<file path="src/rtl/calc_pkg.sv">
// ----------------------------------------------------------------------------
// calc_pkg
// Shared constants for the calculator arithmetic units (divider, multiplier).
//   CALC_W       : default operand width shared by the divider and multiplier
//   mul_state_t  : 3-bit state code of the sequential multiplier
//   MUL_IDLE..MUL_DONE : state codes (shown on the CS debug/LED port)
//   mul_state_legal()  : helper flagging the two unused codes (6, 7)
// ----------------------------------------------------------------------------
package calc_pkg;

  localparam int CALC_W = 4;

  typedef logic [2:0] mul_state_t;

  localparam logic [2:0] MUL_IDLE  = 3'd0;
  localparam logic [2:0] MUL_LOAD  = 3'd1;
  localparam logic [2:0] MUL_TEST  = 3'd2;
  localparam logic [2:0] MUL_ADD   = 3'd3;
  localparam logic [2:0] MUL_SHIFT = 3'd4;
  localparam logic [2:0] MUL_DONE  = 3'd5;

  // Codes above MUL_DONE are never entered legally; the FSM recovers to IDLE.
  function automatic logic mul_state_legal(input logic [2:0] st);
    return (st <= MUL_DONE);
  endfunction

endpackage

</file>
<file path="src/rtl/mul_bit_counter.sv">
// ----------------------------------------------------------------------------
// mul_bit_counter
// Loadable down counter tracking how many multiplier bits remain.
//   CLK       : clock, rising edge
//   rst       : asynchronous active-high reset (count -> 0)
//   LD        : load ld_val (has priority over CE)
//   CE        : decrement by one
//   ld_val    : value loaded on LD
//   count     : current count (registered)
//   count_one : count == 1, i.e. the next decrement finishes the operation
// ----------------------------------------------------------------------------
module mul_bit_counter #(
  parameter int CNT_W = 3
) (
  input  logic             CLK,
  input  logic             rst,
  input  logic             LD,
  input  logic             CE,
  input  logic [CNT_W-1:0] ld_val,
  output logic [CNT_W-1:0] count,
  output logic             count_one
);

  logic [CNT_W-1:0] count_r;

  // Counter register: load, decrement or hold.
  always_ff @(posedge CLK or posedge rst) begin
    if (rst) begin
      count_r <= {CNT_W{1'b0}};
    end else if (LD) begin
      count_r <= ld_val;
    end else if (CE) begin
      count_r <= count_r - {{(CNT_W-1){1'b0}}, 1'b1};
    end else begin
      count_r <= count_r;
    end
  end

  assign count     = count_r;
  // The FSM leaves SHIFT on this flag, so the counter never wraps below zero.
  assign count_one = (count_r == {{(CNT_W-1){1'b0}}, 1'b1});

endmodule

</file>
<file path="src/rtl/multiplier_seq.sv">
// ----------------------------------------------------------------------------
// multiplier_seq
// Sequential shift-and-add unsigned multiplier with a Go/Done/Err handshake
// matching the restoring divider of the calculator.
//   CLK  : clock, rising edge
//   rst  : asynchronous active-high reset; aborts any operation, no Done
//   Go   : start request, sampled only in IDLE
//   X    : multiplier operand (held stable from Go through LOAD)
//   Y    : multiplicand operand (held stable from Go through LOAD)
//   P    : product {A[WIDTH-1:0], Q}; valid with Done, held until next LOAD
//   Done : one-cycle pulse in the DONE state
//   Err  : product overflows WIDTH bits (valid with Done)
//   Busy : high in every state except IDLE
//   CS   : current state code for debug/LED display
//
// Build option: define MUL_OVF_DETECT_EN to enable the overflow flag on Err.
// Without it Err is tied low but the port is kept for unchanged wiring.
//
// Latency from LOAD to the Done cycle inclusive is 2 + 2*WIDTH + popcount(X);
// a zero operand short-cuts LOAD -> DONE (2 cycles). All outputs come from
// registers or decode of the state register only.
// ----------------------------------------------------------------------------
module multiplier_seq
  import calc_pkg::*;
#(
  parameter int WIDTH = CALC_W,
  parameter int CNT_W = $clog2(WIDTH + 1)
) (
  input  logic               CLK,
  input  logic               rst,
  input  logic               Go,
  input  logic [WIDTH-1:0]   X,
  input  logic [WIDTH-1:0]   Y,
  output logic [2*WIDTH-1:0] P,
  output logic               Done,
  output logic               Err,
  output logic               Busy,
  output logic [2:0]         CS
);

  mul_state_t       state_r;
  mul_state_t       next_state_s;

  // A carries one extra bit so the ADD carry is never lost.
  logic [WIDTH:0]   a_r;
  logic [WIDTH-1:0] q_r;
  logic [WIDTH-1:0] m_r;

  logic             zero_op_s;
  logic             cnt_ld_s;
  logic             cnt_ce_s;
  logic [CNT_W-1:0] cnt_s;
  logic             cnt_one_s;

  assign zero_op_s = (X == {WIDTH{1'b0}}) || (Y == {WIDTH{1'b0}});
  assign cnt_ld_s  = (state_r == MUL_LOAD);
  assign cnt_ce_s  = (state_r == MUL_SHIFT);

  mul_bit_counter #(
    .CNT_W (CNT_W)
  ) u_bit_counter (
    .CLK       (CLK),
    .rst       (rst),
    .LD        (cnt_ld_s),
    .CE        (cnt_ce_s),
    .ld_val    (CNT_W'(WIDTH)),
    .count     (cnt_s),
    .count_one (cnt_one_s)
  );

  // Next-state decode; unused codes fall back to IDLE.
  always_comb begin
    next_state_s = MUL_IDLE;
    if (!mul_state_legal(state_r)) begin
      next_state_s = MUL_IDLE;
    end else begin
      case (state_r)
        MUL_IDLE: begin
          if (Go) begin
            next_state_s = MUL_LOAD;
          end else begin
            next_state_s = MUL_IDLE;
          end
        end
        MUL_LOAD: begin
          if (zero_op_s) begin
            next_state_s = MUL_DONE;
          end else begin
            next_state_s = MUL_TEST;
          end
        end
        MUL_TEST: begin
          if (q_r[0]) begin
            next_state_s = MUL_ADD;
          end else begin
            next_state_s = MUL_SHIFT;
          end
        end
        MUL_ADD:   next_state_s = MUL_SHIFT;
        MUL_SHIFT: begin
          if (cnt_one_s) begin
            next_state_s = MUL_DONE;
          end else begin
            next_state_s = MUL_TEST;
          end
        end
        MUL_DONE:  next_state_s = MUL_IDLE;
        default:   next_state_s = MUL_IDLE;
      endcase
    end
  end

  // State register.
  always_ff @(posedge CLK or posedge rst) begin
    if (rst) begin
      state_r <= MUL_IDLE;
    end else begin
      state_r <= next_state_s;
    end
  end

  // Datapath: A/Q/M only change in LOAD, ADD and SHIFT, so P holds otherwise.
  always_ff @(posedge CLK or posedge rst) begin
    if (rst) begin
      a_r <= {(WIDTH+1){1'b0}};
      q_r <= {WIDTH{1'b0}};
      m_r <= {WIDTH{1'b0}};
    end else begin
      case (state_r)
        MUL_LOAD: begin
          a_r <= {(WIDTH+1){1'b0}};
          m_r <= Y;
          // Clearing Q on the zero fast path makes P read 0 even when only Y is 0.
          q_r <= zero_op_s ? {WIDTH{1'b0}} : X;
        end
        MUL_ADD: begin
          a_r <= a_r + {1'b0, m_r};
        end
        MUL_SHIFT: begin
          {a_r, q_r} <= {1'b0, a_r, q_r[WIDTH-1:1]};
        end
        default: begin
          a_r <= a_r;
          q_r <= q_r;
          m_r <= m_r;
        end
      endcase
    end
  end

  assign P    = {a_r[WIDTH-1:0], q_r};
  assign Done = (state_r == MUL_DONE);
  assign Busy = (state_r != MUL_IDLE);
  assign CS   = state_r;

`ifdef MUL_OVF_DETECT_EN
  // A[WIDTH] is always 0 after the final SHIFT, so the upper half is A[WIDTH-1:0].
  assign Err = (state_r == MUL_DONE) && (a_r[WIDTH-1:0] != {WIDTH{1'b0}});
`else
  assign Err = 1'b0;
`endif

endmodule

</file>
<file path="config.mk">
export PLATFORM = sky130hd
export DESIGN_NAME = multiplier_seq
export DESIGN_NICKNAME = d
export VERILOG_FILES = /design/src/rtl/calc_pkg.sv /design/src/rtl/mul_bit_counter.sv /design/src/rtl/multiplier_seq.sv
export SDC_FILE = /design/constraint.sdc
export NUM_CORES = 1
export LEC_CHECK = 0
export ABC_AREA = 1
export CAP_MARGIN = 25
export CORE_MARGIN = 5
export CORE_UTILIZATION = 25
export DETAILED_ROUTE_END_ITERATION = 10
export PLACE_DENSITY_LB_ADDON = 0.25
export SKIP_LAST_GASP = 1
export SLEW_MARGIN = 20
export SYNTH_ARGS = -nofsm -noshare
export SYNTH_HDL_FRONTEND = slang
export SYNTH_SLANG_ARGS = --single-unit
</file>
<file path="constraint.sdc">
create_clock -name CLK -period 3.1 [get_ports CLK]
set_input_delay 0.31 -clock CLK [delete_from_list [all_inputs] [get_ports CLK]]
set_output_delay 0.31 -clock CLK [all_outputs]
set_load 0.005 [all_outputs]
</file>
Word-level counts from Yosys, hierarchy flattened
Cells that the tools add are included.

Register bits after elaboration: 19. Word-level logic and storage cells: 32. Bits of input ports: 11.

Reductions and logical operators: 7. $add $sub $neg: 2. Equality and inequality tests: 6. Multiplexer cells: 11. $lt $le $gt $ge: 1.

Operators by type and width (number): two-way mux 3 bit (6); one-hot mux 3 bit (5 select lines) (1); one-hot mux 5 bit (3 select lines) (1); logical NOT 4 bit (2); one-hot mux 4 bit (2 select lines) (1); == test 3 x 1 -> 1 bit, second input constant (2); == test 3 x 2 -> 1 bit, second input constant (2); == test 3 bit, second input constant (2); nonzero test 3 bit (2); adder 5 x 4 -> 5 bit (1); two-way mux 4 bit (1); <= comparator 3 bit, second input constant (1); logical NOT 3 bit (1); subtractor 3 x 1 -> 3 bit, second input constant (1); nonzero test 2 bit (1); logical OR 1 bit (1); two-way mux 1 bit (1).

Depth between registers and ports, before layout
Depth in word-level cells: 5. Depth in mapped cells: 10. Depth with buffers taken out: 10.

Hierarchy
Synthesis repeated with hierarchy kept, for this count alone.

Cells, all modules: 172. Area, all modules: 1243.7 sq um.

Modules (own cells, without submodules): multiplier_seq (area an instance 1024.7 sq um, seq. area each 400.4 sq um, times used 1, cells an instance 138); mul_bit_counter (area an instance 219.0 sq um, seq. area each 75.1 sq um, times used 1, cells an instance 34).

Worst setup path after synthesis
Ideal clock, no wire load.

Kind: reg-to-reg. Start: reg a_r[0]. End: reg a_r[1]. Stages on the path, launching flop included: 6. Arrival: 1.413 ns. Period minus slack after synthesis: 1.481 ns. Buffers on the path: 0. Setup time: 0.068 ns. Slack: 1.619 ns. Cells stage by stage: dfrtp_1 -> ha_1 -> inv_1 -> fa_1 -> or2_2 -> nand3_1.

Word-level cells in the longest chain between the ends: 2.

Ends and longest elaborated chain: from (decl) (line multiplier_seq.sv:45) `logic [WIDTH:0] a_r;`; from (signal assigned) (line multiplier_seq.sv:125) `a_r <= {(WIDTH+1){1'b0}};`; from (signal assigned) (line multiplier_seq.sv:131) `a_r <= {(WIDTH+1){1'b0}};`; from (signal assigned) (line multiplier_seq.sv:137) `a_r <= a_r + {1'b0, m_r};`; adder 5 x 4 -> 5 bit (line multiplier_seq.sv:137); one-hot mux 5 bit (3 select lines) (line multiplier_seq.sv:129) `case (state_r)`.

No other way between the ends. A chain may end at the register's enable or synchronous reset.

Worst setup path in the final report
Start: reg state_r[0], in the netlist CS[0]. End: out Done.

Word-level cells in the longest chain between the ends: 1.

Ends and longest elaborated chain: from (decl) (line multiplier_seq.sv:41) `mul_state_t state_r;`; from (signal assigned) (line multiplier_seq.sv:118) `state_r <= next_state_s;`; == test 3 bit (line multiplier_seq.sv:152) `assign Done = (state_r == MUL_DONE);`; to (decl) (line multiplier_seq.sv:35) `output logic Done,`.

No other way between the ends.

==> out/results.ini <==
[timing]
max_freq_mhz = 557.0
finalHoldViolations = 0
relSlewSlack_pct = 49.33
setup_tns_ps = 0
whs_ps = 487.8
finalCritPeriodShare_pct = 57.92
skew_ps = 4.371
maxSlewViolCount = 0
rsz0062_at_grt = no
setup_viol = 0
worst_slew_pin_slew_ps = 759.3
fin_crit_ps = 1795

[place]
place_inst = 216
hpwl_mm = 1.985
routabilityCongestion = 0.8077
port_buffers = 23
place_area_um2 = 1398

[clock_network]
cts_num_sinks = 19
clock_latency_ps = 250
clk_path_buf_depth = 2
htreeDepth = 1
cts_root_buf = clkbuf_8
cts_resized = 0
ctsHoldBuffers = 0
cts_tree = done
clkSlewWorstSetupHoldPaths_ps = 70
postCtsSetupBuffers = 0
cts_buffers = 3

[layout]
antenna_cells = 0
final_cell_mix = nand2_1 (40), nand3_1 (23), clkdlybuf4s50_1 (23)
postLayoutCoreUtil_pct = 32.68
finish.instance_area_um2 = 1443
final_common_cell = nand2_1
nNetsFinal = 187
areaGrowthSynthToFinish_pct = 24.78
final_cells = 220
drive_gt1_share_pct = 7.738

[global_routing]
antenna_found_initial = 0
grt_use_total_pct = 8.800
grt_start_max_net_pins = 20
grt_pass1_wl_mm = 4.457
grt_overflow_total = 0
grt_pass1_vias = 964

[synthesis]
ys_warn_count = 0
synth_cell_type_count = 25
netlist_instances = 148
ys_seq_elements = 19
avgSynthCellArea_um2 = 7.812
syn-cell-area_um2 = 1156
syn_nets = 166
synth-seq-area-share_pct = 41.13

[worst_setup_path]
crit_chain = inv_1 -> nor3_1 -> clkdlybuf4s50_1
critPathRequiredTime_ps = 2790
critPathLaunchType = register
cp_data_arrival_time_ps = 1490
crit_fanout = 5
worstSetupPathType = reg2out
cp_slowest_stage_delay_ps = 530
crit_path_end_kind = output port
cpMaxStageDelayCell = clkdlybuf4s50_1

[power_and_ir_drop]
power.density_nw_per_um2 = 882.1
ir_drop_uv = 332.1
p_leak_nw = 0.7284

[die]
die_w_um = 78.01
dieArea_um2 = 6085
core_um2 = 4414
rows = 24
start_util_pct = 26.19
die_h_um = 78.01
num_io_pins = 25

[drt]
vias = 987
detail_route.drc_violations = 0
via_per_inst = 4.486
antenna_left = 0
drt_iter0_markers = 30
drt-total-wl_mm = 2.579
firstDrtPassIters = 4
wl_per_cell_um = 11.72

[run]
cap_violations = 0

[outcome]
status = complete, no violations

[min_path]
hold_path_class = in2async

synthesized netlist by cell type:
cell type,instances,area [µm²]
nand3b_1,1,7.510
a21oi_2,1,8.760
nand2_1,40,150.1
buf_4,5,37.54
nand2_2,1,6.260
or2_2,1,6.260
buf_6,1,11.26
conb_1,1,3.750
buf_2,1,5.000
nand2_4,1,11.26
nand4_1,3,18.77
o21ai_2,1,8.760
dfrtp_1,19,475.5
nand3b_4,1,20.02
inv_2,2,7.510
inv_1,20,75.07
nor2_1,5,18.77
nor3_1,2,10.01
nand3_1,23,115.1
nor2_2,2,12.51
ha_1,6,75.07
o22ai_1,1,6.260
fa_1,1,20.02
a21oi_1,4,20.02
o21ai_0,5,25.02
path summary, 6_finish.rpt:
kind,startpoint,to,slack [ps],depth (start not counted)
max in group asynchronous,rst,CS[1],2130,2
min in group CLK,m_r[0],m_r[0],520,2
min reg2reg,m_r[0],m_r[0],520,2
min,rst,a_r[1],490,2
max reg2reg,a_r[0],a_r[1],1540,5
max,CS[0],Done,1300,3
routing by layer:
metal / global-route usage (%) / part of all wire [%] / wire length [µm] / up-vias
met3: 1.505 / 3.1 / 81 / 5
met1: 12.78 / 51 / 1305 / 453
li1: - / - / - / 510
met4: 2.534 / 1.2 / 32 / 0
met5: 0 / 0 / 0 / -
met2: 13.36 / 45 / 1159 / 19
stage by stage:
step                power (mW)  setup slack (ps)
floorplan               0.8802              1619
global placement         1.115              1568
detailed placement       1.109              1564
CTS                      1.286              1295
global route             1.398              1184
finish                   1.272              1305
power by group:
part           internal, mW  switching (mW)
clock network        0.0913          0.0808
registers             0.351           0.102
logic                 0.297           0.350
critical path: cells and delay by family, from the launching register on:
kind | cells | cell delay [ps]
flip-flops | 1 | 460
buffers and inverters | 2 | 640
AND/OR/NAND/NOR | 1 | 140
final cells by class:
cell class | instances | area (µm²)
Fill cell | 455 | 2972
Tap cell | 52 | 65.06
Timing Repair Buffer | 23 | 230.2
Inverter | 22 | 82.58
Sequential cell | 19 | 475.5
Multi-Input combinational cell | 100 | 544.3
Clock buffer | 4 | 45.04
kinds of logic after synthesis:
group | count (synthesis) | synth area share (%)
buf+inv | 29 | 11.80
flops | 19 | 41.13
fa+ha+maj | 7 | 8.225
compound gates | 12 | 5.953
other cells | 1 | 0.3244
simple gates | 80 | 32.58
flip-flops by register name, indices dropped and copies added, names as in the netlist:
| register | flops |
|---|---|
| m_r | 4 |
| q_r | 4 |
| a_r | 5 |
| CS | 3 |
| u_bit_counter.count | 3 |
Note: power is estimated with default switching activity, not from simulation.
